File: src/rtl/ps2_key_decoder.sv
// ps2_key_decoder
// Pops raw set-2 scan-code bytes from the PS/2 receive FIFO and turns the
// E0 (extended) / F0 (break) prefix sequences into single key events. It
// also tracks the held key, counts distinct presses and flags errors.
//
// Ports:
//   clk, reset    system clock, synchronous active-high reset
//   data, ready   FIFO head byte and non-empty flag
//   overflow      FIFO overflow indication (captured into sticky ovf_flag)
//   nextdata_n    registered active-low pop strobe to the FIFO
//   key_valid     one-cycle pulse qualifying key_code/ext/break/repeat
//   held_*        currently held key
//   press_count   number of non-repeat make events (wraps)
//   err           one-cycle pulse on protocol error or prefix timeout
//   ovf_flag      sticky overflow flag
module ps2_key_decoder #(
  parameter int COUNT_W     = 8,
  parameter int TIMEOUT_CYC = 1000000
) (
  input  logic               clk,
  input  logic               reset,
  input  logic [7:0]         data,
  input  logic               ready,
  input  logic               overflow,
  output logic               nextdata_n,
  output logic               key_valid,
  output logic [7:0]         key_code,
  output logic               key_ext,
  output logic               key_break,
  output logic               key_repeat,
  output logic               held_valid,
  output logic [7:0]         held_code,
  output logic               held_ext,
  output logic [COUNT_W-1:0] press_count,
  output logic               err,
  output logic               ovf_flag
);

  localparam int TW = (TIMEOUT_CYC > 2) ? $clog2(TIMEOUT_CYC) : 1;
  localparam logic [TW-1:0] TMO_LIM = TW'(TIMEOUT_CYC - 1);

  typedef enum logic [1:0] {S_IDLE, S_EXT, S_BRK, S_EXT_BRK} state_t;

  state_t             state_q, state_d;
  logic               pop_q, pop_d;
  logic [7:0]         byte_q, byte_d;
  logic [TW-1:0]      tmo_q, tmo_d;
  logic               key_valid_q, key_valid_d;
  logic [7:0]         key_code_q, key_code_d;
  logic               key_ext_q, key_ext_d;
  logic               key_break_q, key_break_d;
  logic               key_repeat_q, key_repeat_d;
  logic               held_valid_q, held_valid_d;
  logic [7:0]         held_code_q, held_code_d;
  logic               held_ext_q, held_ext_d;
  logic [COUNT_W-1:0] count_q, count_d;
  logic               err_q, err_d;
  logic               ovf_q, ovf_d;

  logic               ev_valid, ev_ext, ev_brk, ev_match;
  logic [TW-1:0]      tmo_inc;

  always_comb begin
    state_d      = state_q;
    pop_d        = 1'b0;
    byte_d       = byte_q;
    tmo_d        = tmo_q;
    key_valid_d  = 1'b0;
    key_code_d   = key_code_q;
    key_ext_d    = key_ext_q;
    key_break_d  = key_break_q;
    key_repeat_d = key_repeat_q;
    held_valid_d = held_valid_q;
    held_code_d  = held_code_q;
    held_ext_d   = held_ext_q;
    count_d      = count_q;
    err_d        = 1'b0;
    ovf_d        = ovf_q | overflow;
    ev_valid     = 1'b0;
    ev_ext       = 1'b0;
    ev_brk       = 1'b0;
    ev_match     = 1'b0;
    tmo_inc      = tmo_q + 1'b1;

    if (pop_q) begin
      // The pop cycle doubles as the processing cycle for the latched byte;
      // no new pop is started here, which caps throughput at 1 byte / 2 cycles.
      tmo_d = '0;
      if (byte_q == 8'h00 || byte_q == 8'hFF) begin
        err_d   = 1'b1;
        state_d = S_IDLE;
      end else begin
        unique case (state_q)
          S_IDLE: begin
            if (byte_q == 8'hE0)      state_d = S_EXT;
            else if (byte_q == 8'hF0) state_d = S_BRK;
            else                      ev_valid = 1'b1;
          end
          S_EXT: begin
            if (byte_q == 8'hF0) state_d = S_EXT_BRK;
            else if (byte_q != 8'hE0) begin
              ev_valid = 1'b1;
              ev_ext   = 1'b1;
              state_d  = S_IDLE;
            end
          end
          S_BRK, S_EXT_BRK: begin
            state_d = S_IDLE;
            if (byte_q == 8'hE0 || byte_q == 8'hF0) begin
              err_d = 1'b1;
            end else begin
              ev_valid = 1'b1;
              ev_brk   = 1'b1;
              ev_ext   = (state_q == S_EXT_BRK);
            end
          end
          default: state_d = S_IDLE;
        endcase
      end
    end else begin
      if (ready) begin
        pop_d  = 1'b1;
        byte_d = data;
      end
      // Timeout only runs when no byte is processed, so a byte arriving on
      // the expiry cycle wins.
      if (state_q == S_IDLE) begin
        tmo_d = '0;
      end else if (tmo_inc == TMO_LIM) begin
        err_d   = 1'b1;
        state_d = S_IDLE;
        tmo_d   = '0;
      end else begin
        tmo_d = tmo_inc;
      end
    end

    if (ev_valid) begin
      ev_match     = held_valid_q && (held_ext_q == ev_ext) && (held_code_q == byte_q);
      key_valid_d  = 1'b1;
      key_code_d   = byte_q;
      key_ext_d    = ev_ext;
      key_break_d  = ev_brk;
      key_repeat_d = 1'b0;
      if (!ev_brk) begin
        key_repeat_d = ev_match;
        if (!ev_match) count_d = count_q + 1'b1;
        held_valid_d = 1'b1;
        held_code_d  = byte_q;
        held_ext_d   = ev_ext;
      end else if (ev_match) begin
        held_valid_d = 1'b0;
      end
    end
  end

  always_ff @(posedge clk) begin
    if (reset) begin
      state_q      <= S_IDLE;
      pop_q        <= 1'b0;
      byte_q       <= '0;
      tmo_q        <= '0;
      key_valid_q  <= 1'b0;
      key_code_q   <= '0;
      key_ext_q    <= 1'b0;
      key_break_q  <= 1'b0;
      key_repeat_q <= 1'b0;
      held_valid_q <= 1'b0;
      held_code_q  <= '0;
      held_ext_q   <= 1'b0;
      count_q      <= '0;
      err_q        <= 1'b0;
      ovf_q        <= 1'b0;
    end else begin
      state_q      <= state_d;
      pop_q        <= pop_d;
      byte_q       <= byte_d;
      tmo_q        <= tmo_d;
      key_valid_q  <= key_valid_d;
      key_code_q   <= key_code_d;
      key_ext_q    <= key_ext_d;
      key_break_q  <= key_break_d;
      key_repeat_q <= key_repeat_d;
      held_valid_q <= held_valid_d;
      held_code_q  <= held_code_d;
      held_ext_q   <= held_ext_d;
      count_q      <= count_d;
      err_q        <= err_d;
      ovf_q        <= ovf_d;
    end
  end

  assign nextdata_n  = ~pop_q;
  assign key_valid   = key_valid_q;
  assign key_code    = key_code_q;
  assign key_ext     = key_ext_q;
  assign key_break   = key_break_q;
  assign key_repeat  = key_repeat_q;
  assign held_valid  = held_valid_q;
  assign held_code   = held_code_q;
  assign held_ext    = held_ext_q;
  assign press_count = count_q;
  assign err         = err_q;
  assign ovf_flag    = ovf_q;

endmodule

File: config.mk
export PLATFORM = sky130hd
export DESIGN_NAME = ps2_key_decoder
export DESIGN_NICKNAME = d
export VERILOG_FILES = /design/src/rtl/ps2_key_decoder.sv
export SDC_FILE = /design/constraint.sdc
export NUM_CORES = 1
export LEC_CHECK = 0
export ABC_AREA = 1
export BUFFER_PORTS_ARGS = -buffer_cell sky130_fd_sc_hd__buf_4
export CORE_MARGIN = 4
export CORE_UTILIZATION = 61
export DETAILED_ROUTE_END_ITERATION = 8
export PLACE_DENSITY = 0.81
export SETUP_SLACK_MARGIN = 0.1
export SLEW_MARGIN = 20
export SYNTH_ARGS = -nofsm -noshare
export SYNTH_HDL_FRONTEND = slang
export SYNTH_SLANG_ARGS = --single-unit
File: constraint.sdc
create_clock -name clk -period 2.65 [get_ports clk]
set_input_delay 0.53 -clock clk [delete_from_list [all_inputs] [get_ports clk]]
set_output_delay 0.53 -clock clk [all_outputs]
set_load 0.01 [all_outputs]
==> impl_metrics.csv <==
group,metric,value,unit
run_status,status,"completed",
floorplan,dieArea,6380,µm²
yosys,synthXorXnorAreaFrac,0.0278,
timing,whs,0.405,ns
timing,hold_viol_final,0,
setup_path,end_kind,"register",
setup_path,required,2.87,ns
timing,worst_pin_slew,0.444,ns
clock_network,cts.sinks,63,
power_and_ir_drop,combPwrFrac,0.110,
yosys,synth.mux.area_fraction,0,
global_route,grt_pass1_wl,11.6,mm
final_layout,drive_above_1_share,0.201,
timing,drv_slew,0,
global_route,antenna_found_initial,0,
clock_network,cts_setup_buffers,0,
final_layout,areaGrowthSynthToFinish,17.7,%
timing,rsz0062_at_grt,"no",
yosys,yosys.area.top_type,"dfxtp_1",
yosys,yosys_warnings,0,
yosys,synth_top_family_by_area,"simple AND/OR/NAND/NOR gates",
clock_network,cts_tree,"done",
clock_network,cts_htree_levels,3,
power_and_ir_drop,p_per_area,562,nW/µm²
yosys,syn_inst,438,
yosys,synth_fa_ha_area_frac,0.0119,
setup_path,worstPathCellList,"ha_1 -> nand2_1 -> nor2_4 -> nand2_2 -> nor2_2 -> nand2_1 -> nand2_1 -> nand2_1 -> nor2_1 -> nand2_1 -> nor2_2 -> nand2_1 -> nand4_2 -> buf_4 -> nor2_1",
yosys,ys.flop_type,"dfxtp_1",
placed_design,dp.final_hpwl,5.05,mm
floorplan,coreArea,4850,µm²
job,drv_cap,0,
timing,fin_setup_tns,0,ns
global_route,grt_max_degree,24,
power_and_ir_drop,clockPowerShare,0.399,
routing,drt-pass1-iter-count,4,
timing,min_period,2.19,ns
yosys,synth-simple-area-share,0.351,
clock_network,clkSlewWorstSetupHoldPaths,0.06,ns
final_layout,stdcell_area,3710,µm²
yosys,yosysUniqueCellTypes,36,
timing,timing.fmax,0.456,GHz
floorplan,start_util,0.650,
yosys,synth_seq_area_share,0.400,
final_layout,final_nets,499,
global_route,track_usage,0.234,
yosys,ys_top_cells_by_area,"dfxtp_1, nand2_1, nor2_1, inv_1, nand3_1",
timing,finalClockSkew,0.00521,ns
routing,wl,6.97,mm
power_and_ir_drop,seq_power_share,0.491,
timing,setup_violations,0,
power_and_ir_drop,p_switching,527,µW
power_and_ir_drop,p_leak,0.00147,µW
placed_design,gp_congestion,0.881,
power_and_ir_drop,swShare,0.253,
setup_path,critPathMaxStageDelay,0.38,ns
setup_path,arrival,2.41,ns
yosys,syn_area,3150,µm²
routing,drt_iter0_markers,188,
setup_path,critPathKind,"reg -> reg",
placed_design,io_buffer_count,44,
yosys,async_reset_ff_frac,0,
setup_path,path_max_fanout,20,
clock_network,cts_buffer_depth,2,
timing,worst_slew_margin_rel,0.703,
power_and_ir_drop,vdd_ir_drop_max,0.404,mV
routing,vias,2948,
routing,viasPerCell,5.31,
hold_path,min_path_type,"in -> reg",
global_route,grt_pass1_vias,2594,
routing,drt.antenna.violating_nets,0,
final_layout,diodes,0,
yosys,synth_edf_count,0,
setup_path,start_kind,"register",
yosys,yosysTopAreaCellShare,0.400,
floorplan,die_y,79.9,µm
clock_network,root_buffer,"clkbuf_8",
yosys,synth-compound-area-share,0.126,
setup_path,cp_common_cell,"nand2_1",
power_and_ir_drop,p_int,1560,µW
clock_network,ctsHoldBuffers,0,
global_route,grt-ovfl-total,0,
routing,drt_drc_violations_left,0,
clock_network,insertion_delay,0.34,ns
clock_network,cts_buffers,9,
floorplan,io-pin-count,45,
yosys,synth-seq-cells,63,
routing,wl_per_cell,12.6,µm
placed_design,place_area,3510,µm²
yosys,syn_avg_cell_area,7.19,µm²
timing,min_period_over_period,0.827,
floorplan,rows,25,
yosys,syn_nets,453,
setup_path,cp_slowest_cell,"dfxtp_1",
floorplan,die_w,79.9,µm
clock_network,cts_resized,0,
layer usage:
layer | up-vias | wire length, µm | GRT usage
met5 | - | 0 | 0
met4 | 0 | 142 | 0.117
met3 | 13 | 409 | 0.0451
met2 | 94 | 3100 | 0.343
met1 | 1326 | 3320 | 0.327
li1 | 1515 | - | -
final cells by class:
class,count,area [µm²]
multi-input combinational,314,1630
clock buffer,11,151
sequential,63,1260
tap,67,83.8
clock inverter,4,45.0
timing repair buffer,47,353
fill,376,1140
inverter,49,184
critical path: cells and delay by family (launching register included):
| family | cells | cell delay, ns |
|---|---|---|
| buf+inv | 1 | 0.28 |
| fa+ha+maj | 1 | 0.22 |
| simple gates | 13 | 1.21 |
| flops | 1 | 0.38 |
metrics by stage:
stage / worst slack, ns / utilization / total power, µW / cells
after global routing: 0.253 / 0.765 / 2180 / 555
after detailed placement: 0.494 / 0.724 / 1270 / 540
final: 0.459 / 0.765 / 2080 / 555
after global placement: 0.548 / 0.724 / 1270 / 540
after CTS: 0.456 / 0.765 / 2100 / 555
after floorplan: 0.882 / - / 1190 / 438
registers in the layout, summed over array words and instances (netlist names), 2 cells and up:
name / flops
press_count: 8
state_q: 2
byte_q: 8
held_code: 8
key_code: 8
tmo_q: 20
path summary, 6_finish.rpt:
path            start        to  slack (ns)  cells after the start
max reg2reg  tmo_q[1]  tmo_q[8]        0.46                     15
max          tmo_q[1]  tmo_q[8]        0.46                     15
min reg2reg  tmo_q[0]  tmo_q[0]        0.46                      1
min          overflow  ovf_flag        0.41                      3
cells in the final DEF, fill, tap and decap left out, types with 4 or more instances in the layout:
master    netlist  layout
clkbuf_8        0      11
xor2_1          4       4
a21oi_2         7       7
nor2_2          7       7
o21ai_0        17      17
nand2_1        94      94
a211oi_1        5       5
nand4_1        10      10
nand3_1        32      32
buf_4           1      47
nand2_2         6       6
a21oi_1        30      30
inv_1          47      47
nor2_1         66      66
xnor2_1         6       6
dfxtp_1        63      63
power groups by stage:
stage	logic [µW]	clock network, µW	registers (µW)
after global routing	256	891	1030
after CTS	229	843	1020
after global placement	225	0	1040
after floorplan	141	0	1050
final	229	831	1020
after detailed placement	227	0	1040
cells in the mapped netlist (all sizes together) (3+ instances only):
library cell  count
nand3b            3
nand3            36
xor2              4
ha                3
nor2             76
clkbuf            5
o21ai            18
nand4            11
buf               7
xnor2             6
inv              49
a21oi            37
dfxtp            63
nand2           101
a211oi            5
nor3              5
cell families after synthesis:
family | after synthesis
simple gates | 234
flops | 63
compound gates | 67
fa+ha+maj | 3
buf+inv | 61
xor+xnor | 10
Note: power is estimated with default switching activity, not from simulation.
